## src/rtl/game_pkg.sv

```systemverilog
// Shared constants for the game board logic: FSM state encodings and default timing.
// RESET_REQ_LOCKOUT_EN adds the LOCKOUT state and its default window length.
package game_pkg;

  localparam int CLK_HZ              = 50_000_000;
  localparam int DEF_DEBOUNCE_CYCLES = CLK_HZ / 50;  // 20 ms
  localparam int DEF_HOLD_CYCLES     = CLK_HZ * 2;   // 2 s
  localparam int DEF_PULSE_CYCLES    = 50;
  localparam int DEF_CNT_W           = 30;
`ifdef RESET_REQ_LOCKOUT_EN
  localparam int DEF_LOCKOUT_CYCLES  = CLK_HZ / 2;   // 500 ms
`endif

  localparam logic [2:0] ST_IDLE         = 3'd0;
  localparam logic [2:0] ST_HOLD         = 3'd1;
  localparam logic [2:0] ST_PULSE        = 3'd2;
  localparam logic [2:0] ST_RELEASE_WAIT = 3'd3;
`ifdef RESET_REQ_LOCKOUT_EN
  localparam logic [2:0] ST_LOCKOUT      = 3'd4;
`endif

  function automatic logic [2:0] sat_inc3(input logic [2:0] v);
    return (v == 3'd7) ? v : v + 3'd1;
  endfunction

endpackage

```

## src/rtl/key_debounce.sv

```systemverilog
// Two-flop synchronizer on an active-low button plus a stable-level filter.
// key_db is active-high (1 = pressed) and only toggles after a full stable run.
module key_debounce
  import game_pkg::*;
#(
  parameter int DEBOUNCE_CYCLES = DEF_DEBOUNCE_CYCLES,
  parameter int CNT_W           = DEF_CNT_W
) (
  input  logic clock,
  input  logic reset_in,
  input  logic key_n,
  output logic key_db
);

  localparam logic [CNT_W-1:0] CNT_LAST = CNT_W'(DEBOUNCE_CYCLES - 1);

  logic             sync1_q, sync2_q;
  logic             db_q, db_d;
  logic [CNT_W-1:0] cnt_q, cnt_d;

  // The run counter restarts whenever the synchronized level agrees with key_db.
  always_comb begin
    db_d  = db_q;
    cnt_d = '0;
    if (sync2_q != db_q) begin
      if (cnt_q == CNT_LAST) db_d = ~db_q;
      else                   cnt_d = cnt_q + CNT_W'(1);
    end
  end

  always_ff @(posedge clock) begin
    if (reset_in) begin
      sync1_q <= 1'b0;
      sync2_q <= 1'b0;
      db_q    <= 1'b0;
      cnt_q   <= '0;
    end else begin
      sync1_q <= ~key_n;
      sync2_q <= sync1_q;
      db_q    <= db_d;
      cnt_q   <= cnt_d;
    end
  end

  assign key_db = db_q;

endmodule

```

## src/rtl/reset_request_gen.sv

```systemverilog
// Long-press push-button to fixed-length reset request, with short-press strobe.
// Define RESET_REQ_LOCKOUT_EN to add a post-release LOCKOUT window before re-arming.
module reset_request_gen
  import game_pkg::*;
#(
  parameter int DEBOUNCE_CYCLES = DEF_DEBOUNCE_CYCLES,
  parameter int HOLD_CYCLES     = DEF_HOLD_CYCLES,
  parameter int PULSE_CYCLES    = DEF_PULSE_CYCLES,
`ifdef RESET_REQ_LOCKOUT_EN
  parameter int LOCKOUT_CYCLES  = DEF_LOCKOUT_CYCLES,
`endif
  parameter int CNT_W           = DEF_CNT_W
) (
  input  logic       clock,
  input  logic       reset_in,
  input  logic       key_n,
  output logic       req_out,
  output logic       short_press,
  output logic       holding,
  output logic [2:0] progress,
  output logic       busy
);

  localparam logic [CNT_W-1:0] HOLD_LAST  = CNT_W'(HOLD_CYCLES - 1);
  localparam logic [CNT_W-1:0] SEG_LAST   = CNT_W'(HOLD_CYCLES / 8 - 1);
  localparam logic [CNT_W-1:0] PULSE_LAST = CNT_W'(PULSE_CYCLES - 1);
`ifdef RESET_REQ_LOCKOUT_EN
  localparam logic [CNT_W-1:0] LOCK_LAST  = CNT_W'(LOCKOUT_CYCLES - 1);
`endif

  logic             key_db;
  logic [2:0]       state_q, state_d;
  logic [CNT_W-1:0] hold_cnt_q, hold_cnt_d;
  logic [CNT_W-1:0] seg_cnt_q, seg_cnt_d;
  logic [CNT_W-1:0] pulse_cnt_q, pulse_cnt_d;
  logic [2:0]       progress_q, progress_d;
  logic             short_q, short_d;
  logic             req_q, holding_q, busy_q;
`ifdef RESET_REQ_LOCKOUT_EN
  logic [CNT_W-1:0] lock_cnt_q, lock_cnt_d;
`endif

  key_debounce #(
    .DEBOUNCE_CYCLES(DEBOUNCE_CYCLES),
    .CNT_W          (CNT_W)
  ) u_key_debounce (
    .clock   (clock),
    .reset_in(reset_in),
    .key_n   (key_n),
    .key_db  (key_db)
  );

  always_comb begin
    state_d     = state_q;
    hold_cnt_d  = hold_cnt_q;
    seg_cnt_d   = seg_cnt_q;
    pulse_cnt_d = pulse_cnt_q;
    progress_d  = progress_q;
    short_d     = 1'b0;
`ifdef RESET_REQ_LOCKOUT_EN
    lock_cnt_d  = lock_cnt_q;
`endif
    case (state_q)
      ST_IDLE: begin
        hold_cnt_d  = '0;
        seg_cnt_d   = '0;
        pulse_cnt_d = '0;
        progress_d  = 3'd0;
        if (key_db) state_d = ST_HOLD;
      end
      ST_HOLD: begin
        if (!key_db) begin
          state_d    = ST_IDLE;
          short_d    = 1'b1;
          hold_cnt_d = '0;
          seg_cnt_d  = '0;
          progress_d = 3'd0;
        end else begin
          if (seg_cnt_q == SEG_LAST) begin
            seg_cnt_d  = '0;
            progress_d = sat_inc3(progress_q);
          end else begin
            seg_cnt_d  = seg_cnt_q + CNT_W'(1);
          end
          if (hold_cnt_q == HOLD_LAST) begin
            state_d     = ST_PULSE;
            pulse_cnt_d = '0;
          end else begin
            hold_cnt_d  = hold_cnt_q + CNT_W'(1);
          end
        end
      end
      ST_PULSE: begin
        // Release is deliberately ignored here so the pulse is never truncated.
        if (pulse_cnt_q == PULSE_LAST) state_d = ST_RELEASE_WAIT;
        else                           pulse_cnt_d = pulse_cnt_q + CNT_W'(1);
      end
      ST_RELEASE_WAIT: begin
        if (!key_db) begin
`ifdef RESET_REQ_LOCKOUT_EN
          state_d    = ST_LOCKOUT;
          lock_cnt_d = '0;
`else
          state_d    = ST_IDLE;
          progress_d = 3'd0;
`endif
        end
      end
`ifdef RESET_REQ_LOCKOUT_EN
      ST_LOCKOUT: begin
        if (lock_cnt_q == LOCK_LAST) begin
          state_d    = ST_IDLE;
          progress_d = 3'd0;
        end else begin
          lock_cnt_d = lock_cnt_q + CNT_W'(1);
        end
      end
`endif
      default: state_d = ST_IDLE;
    endcase
  end

  always_ff @(posedge clock) begin
    if (reset_in) begin
      state_q     <= ST_IDLE;
      hold_cnt_q  <= '0;
      seg_cnt_q   <= '0;
      pulse_cnt_q <= '0;
      progress_q  <= 3'd0;
      short_q     <= 1'b0;
      req_q       <= 1'b0;
      holding_q   <= 1'b0;
      busy_q      <= 1'b0;
`ifdef RESET_REQ_LOCKOUT_EN
      lock_cnt_q  <= '0;
`endif
    end else begin
      state_q     <= state_d;
      hold_cnt_q  <= hold_cnt_d;
      seg_cnt_q   <= seg_cnt_d;
      pulse_cnt_q <= pulse_cnt_d;
      progress_q  <= progress_d;
      short_q     <= short_d;
      req_q       <= (state_d == ST_PULSE);
      holding_q   <= (state_d == ST_HOLD);
      busy_q      <= (state_d != ST_IDLE);
`ifdef RESET_REQ_LOCKOUT_EN
      lock_cnt_q  <= lock_cnt_d;
`endif
    end
  end

  assign req_out     = req_q;
  assign short_press = short_q;
  assign holding     = holding_q;
  assign progress    = progress_q;
  assign busy        = busy_q;

endmodule

```

## config.mk

```make
export PLATFORM = sky130hd
export DESIGN_NAME = reset_request_gen
export DESIGN_NICKNAME = d
export VERILOG_FILES = /design/src/rtl/game_pkg.sv /design/src/rtl/key_debounce.sv /design/src/rtl/reset_request_gen.sv
export SDC_FILE = /design/constraint.sdc
export NUM_CORES = 1
export LEC_CHECK = 0
export ABC_AREA = 1
export BUFFER_PORTS_ARGS = -buffer_cell sky130_fd_sc_hd__buf_4
export CAP_MARGIN = 20
export CORE_UTILIZATION = 46
export CTS_BUF_LIST = sky130_fd_sc_hd__clkbuf_2 sky130_fd_sc_hd__clkbuf_4 sky130_fd_sc_hd__clkbuf_8
export DETAILED_ROUTE_END_ITERATION = 12
export PLACE_DENSITY = 0.59
export SKIP_LAST_GASP = 1
export SLEW_MARGIN = 20
export SYNTH_ARGS = -nofsm -noshare
export SYNTH_HDL_FRONTEND = slang
export SYNTH_HIERARCHICAL = 1
export SYNTH_SLANG_ARGS = --single-unit
```

## constraint.sdc

```tcl
create_clock -name clock -period 1.9 [get_ports clock]
set_input_delay 0.19 -clock clock [delete_from_list [all_inputs] [get_ports clock]]
set_output_delay 0.19 -clock clock [all_outputs]
set_load 0.005 [all_outputs]
```

==> results.sh <==
export IMPL_cts_inserted_buffers=17
export IMPL_max_freq_ghz=0.556
export IMPL_clock_root_buffer="clkbuf_8"
export IMPL_power_switching_w=0.00136
export IMPL_grt_pass1_wl_mm=35.5
export IMPL_syn2layout_area_growth_pct=13.0
export IMPL_combPwrFrac_pct=2.8
export IMPL_worst_slew_margin_rel_pct=63.0
export IMPL_syn_area_um2=8180
export IMPL_ys_types=39
export IMPL_dr_pass1_iters=6
export IMPL_ctsLongestPathBuffers=2
export IMPL_antenna_found_initial=0
export IMPL_leakage_nw=3.35
export IMPL_min_period_ns=1.80
export IMPL_path_max_fanout=8
export IMPL_final_cell_mix="nand2_1, nor2_1, inv_1"
export IMPL_end_kind="flop"
export IMPL_synth_ff_type="dfxtp_1"
export IMPL_fillers=1849
export IMPL_rsz0062_at_grt="yes"
export IMPL_grt_overflow_total=0
export IMPL_cts_sinks=133
export IMPL_die_h_um=135
export IMPL_synth_seq_area_share_pct=32.6
export IMPL_ant_nets=0
export IMPL_finalClockSkew_ns=0.0116
export IMPL_path_class="flop to flop"
export IMPL_die_w_um=135
export IMPL_postSynthNetCount=1351
export IMPL_p_int_w=0.00459
export IMPL_drtIter0Drc=607
export IMPL_grt_pass1_vias=7373
export IMPL_dp_hpwl_mm=15.9
export IMPL_setup_ws_ns=0.101
export IMPL_synth_warnings=6
export IMPL_setup_violations=0
export IMPL_cts_tree="yes"
export IMPL_run_status="finished, final reports clean"
export IMPL_pwr_share_clk_pct=50.1
export IMPL_drc_errors=0
export IMPL_synth_seq_cells=133
export IMPL_power_density_nw_per_um2=644
export IMPL_fin_cells=1618
export IMPL_wire_per_inst_um=13.5
export IMPL_clock_latency_ns=0.47
export IMPL_start_kind="flop"
export IMPL_nNetsFinal=1390
export IMPL_syn_inst=1341
export IMPL_worst_pin_slew_ns=0.554
export IMPL_arrival_ns=2.14
export IMPL_ys_async_sr_fraction_pct=0
export IMPL_core_area_um2=17400
export IMPL_place_ws_ns=-0.0612
export IMPL_wirelength_mm=21.8
export IMPL_rows=48
export IMPL_vdd_ir_drop_max_mv=0.473
export IMPL_io_buffer_count=9
export IMPL_initial_utilization_pct=47.1
export IMPL_place_gp_congestion=0.948
export IMPL_netSwitchingFraction_pct=22.8
export IMPL_die_area_um2=18300
export IMPL_drive_gt1_share_pct=10.4
export IMPL_via_per_inst=5.10
export IMPL_final_common_cell="nand2_1"
export IMPL_dp_cells=1578
export IMPL_max_cap_violations=0
export IMPL_hold_class="input pin to flop"
export IMPL_r2r_slack_ns=0.10
export IMPL_htreeDepth=4
export IMPL_p_seq_share_pct=47.1
export IMPL_grt_start_max_net_pins=37
export IMPL_synth_edff_count=0
export IMPL_maxSlewViolCount=0
export IMPL_avgSynthCellArea_um2=6.10
export IMPL_routed_via_count=8250
export IMPL_finalHoldViolCount=0
export IMPL_io_pins=10
export IMPL_num_antenna_cells=0
export IMPL_grt_usage_pct=24.6
export IMPL_clk_pin_slew_worst_paths_ns=0.09
export IMPL_cp_required_ns=2.24
export IMPL_period_share_pct=94.7
## worst max-delay path, stage by stage, from the launching register on
cell and delay (ns):
dfxtp_1 0.34, nor2_4 0.20, buf_4 0.23, nand2_1 0.08
nand2_1 0.42, nand3_4 0.23, nand2_1 0.11, a21oi_1 0.06
## power by group through the flow
stage	combinational [W]	sequential (W)	clock, W
6_report	0.000165	0.00280	0.00298
5_1_grt	0.000182	0.00280	0.00316
4_1_cts	0.000157	0.00280	0.00305
3_5_place_dp	0.000151	0.00287	0
3_3_place_gp	0.000151	0.00287	0
2_1_floorplan	0.000108	0.00287	0
## timing repair
action	in CTS	in global routing
gates cloned	1	3
setup buffers	0	3
hold buffers	1	0
endpoints found under the setup margin	30	85
hold endpoints to repair	1	0
resized for setup	1	16
pin swaps	1	6
## cells in the mapped netlist (2+ instances only)
library cell	number	area (um2)
nand2_1	399	1500
nor2_1	229	860
inv_1	150	563
dfxtp_1	133	2660
nand3_1	114	571
a21oi_1	83	415
nor3_1	34	170
nand4_1	33	206
o21ai_0	20	100
xor2_1	13	114
clkbuf_1	11	41.3
inv_2	11	41.3
nand2_2	10	62.6
nor2_2	10	62.6
o21ai_1	10	50.1
nor2_4	9	101
buf_6	8	90.1
nand3b_1	8	60.1
ha_1	7	87.6
or2_2	6	37.5
xnor2_1	6	52.6
nor3b_1	5	37.5
buf_2	4	20.0
o21bai_1	4	30.0
buf_4	3	22.5
nand3_2	3	30.0
nor3_2	3	30.0
nand2_4	2	22.5
nand3_4	2	35.0
or2_0	2	12.5
## metrics by stage
step	hold WS (ns)	TNS (ns)	utilization [%]	cell area (um2)	power, W
after CTS	0.0312	0	52.5	9120	0.00601
final	0.0548	0	53.2	9240	0.00595
after global routing	0.0606	-0.162	53.2	9240	0.00614
after global placement	0.377	0	49.5	8600	0.00302
after floorplan	0.257	0	-	8180	0.00297
after detailed placement	0.373	-1.39	49.5	8600	0.00302
## per-layer routing
metal,vias up,global-route usage (%),part of all wire (%)
met2,159,39.0,45
met5,-,0,0
met1,3729,33.8,50
met4,0,6.93,1.4
li1,4340,-,-
met3,22,4.64,4.2
## cell families (layout without fill, tap and decap cells)
family,after synthesis,in the layout,share of synthesized area [%]
simple gates,873,877,47.0
buf+inv,187,235,9.52
flops,133,133,32.6
compound gates,121,121,7.74
xor+xnor,19,19,2.04
fa+ha+maj,7,7,1.07
other cells,1,1,0.0459
## cell type report
cell class                      instances  area, um2  share of cell area [%]
Clock buffer                           18        248                    2.68
Tap cell                              225        282                    3.05
Timing Repair Buffer                   42        343                    3.71
Clock inverter                         14        245                    2.65
Inverter                              161        604                    6.54
Multi-Input combinational cell       1025       4850                    52.5
Sequential cell                       133       2670                    28.9
## path summary, 6_finish.rpt
kind,endpoint,cells after the start,start
worst max register to register,pulse_cnt_q[6]$_SDFFE_PP0P_,7,state_q[2]$_SDFF_PP0_
worst min register to register,u_key_debounce/sync2_q$_SDFF_PP0_,2,u_key_debounce/sync1_q$_SDFF_PP0_
worst min-delay path,hold_cnt_q[1]$_SDFFE_PP0P_,2,reset_in
worst max-delay path,pulse_cnt_q[6]$_SDFFE_PP0P_,7,state_q[2]$_SDFF_PP0_
## state kept, by name, indices dropped and copies added, names as in the netlist
| signal | flops |
|---|---|
| hold_cnt_q | 30 |
| u_key_debounce/sync2_q | 1 |
| holding | 1 |
| pulse_cnt_q | 30 |
| u_key_debounce/cnt_q | 30 |
| req_out | 1 |
| progress | 3 |
| busy | 1 |
| u_key_debounce/sync1_q | 1 |
| state_q | 3 |
| u_key_debounce/key_db | 1 |
| seg_cnt_q | 30 |
| short_press | 1 |
Power figures use the tool's default switching activity.
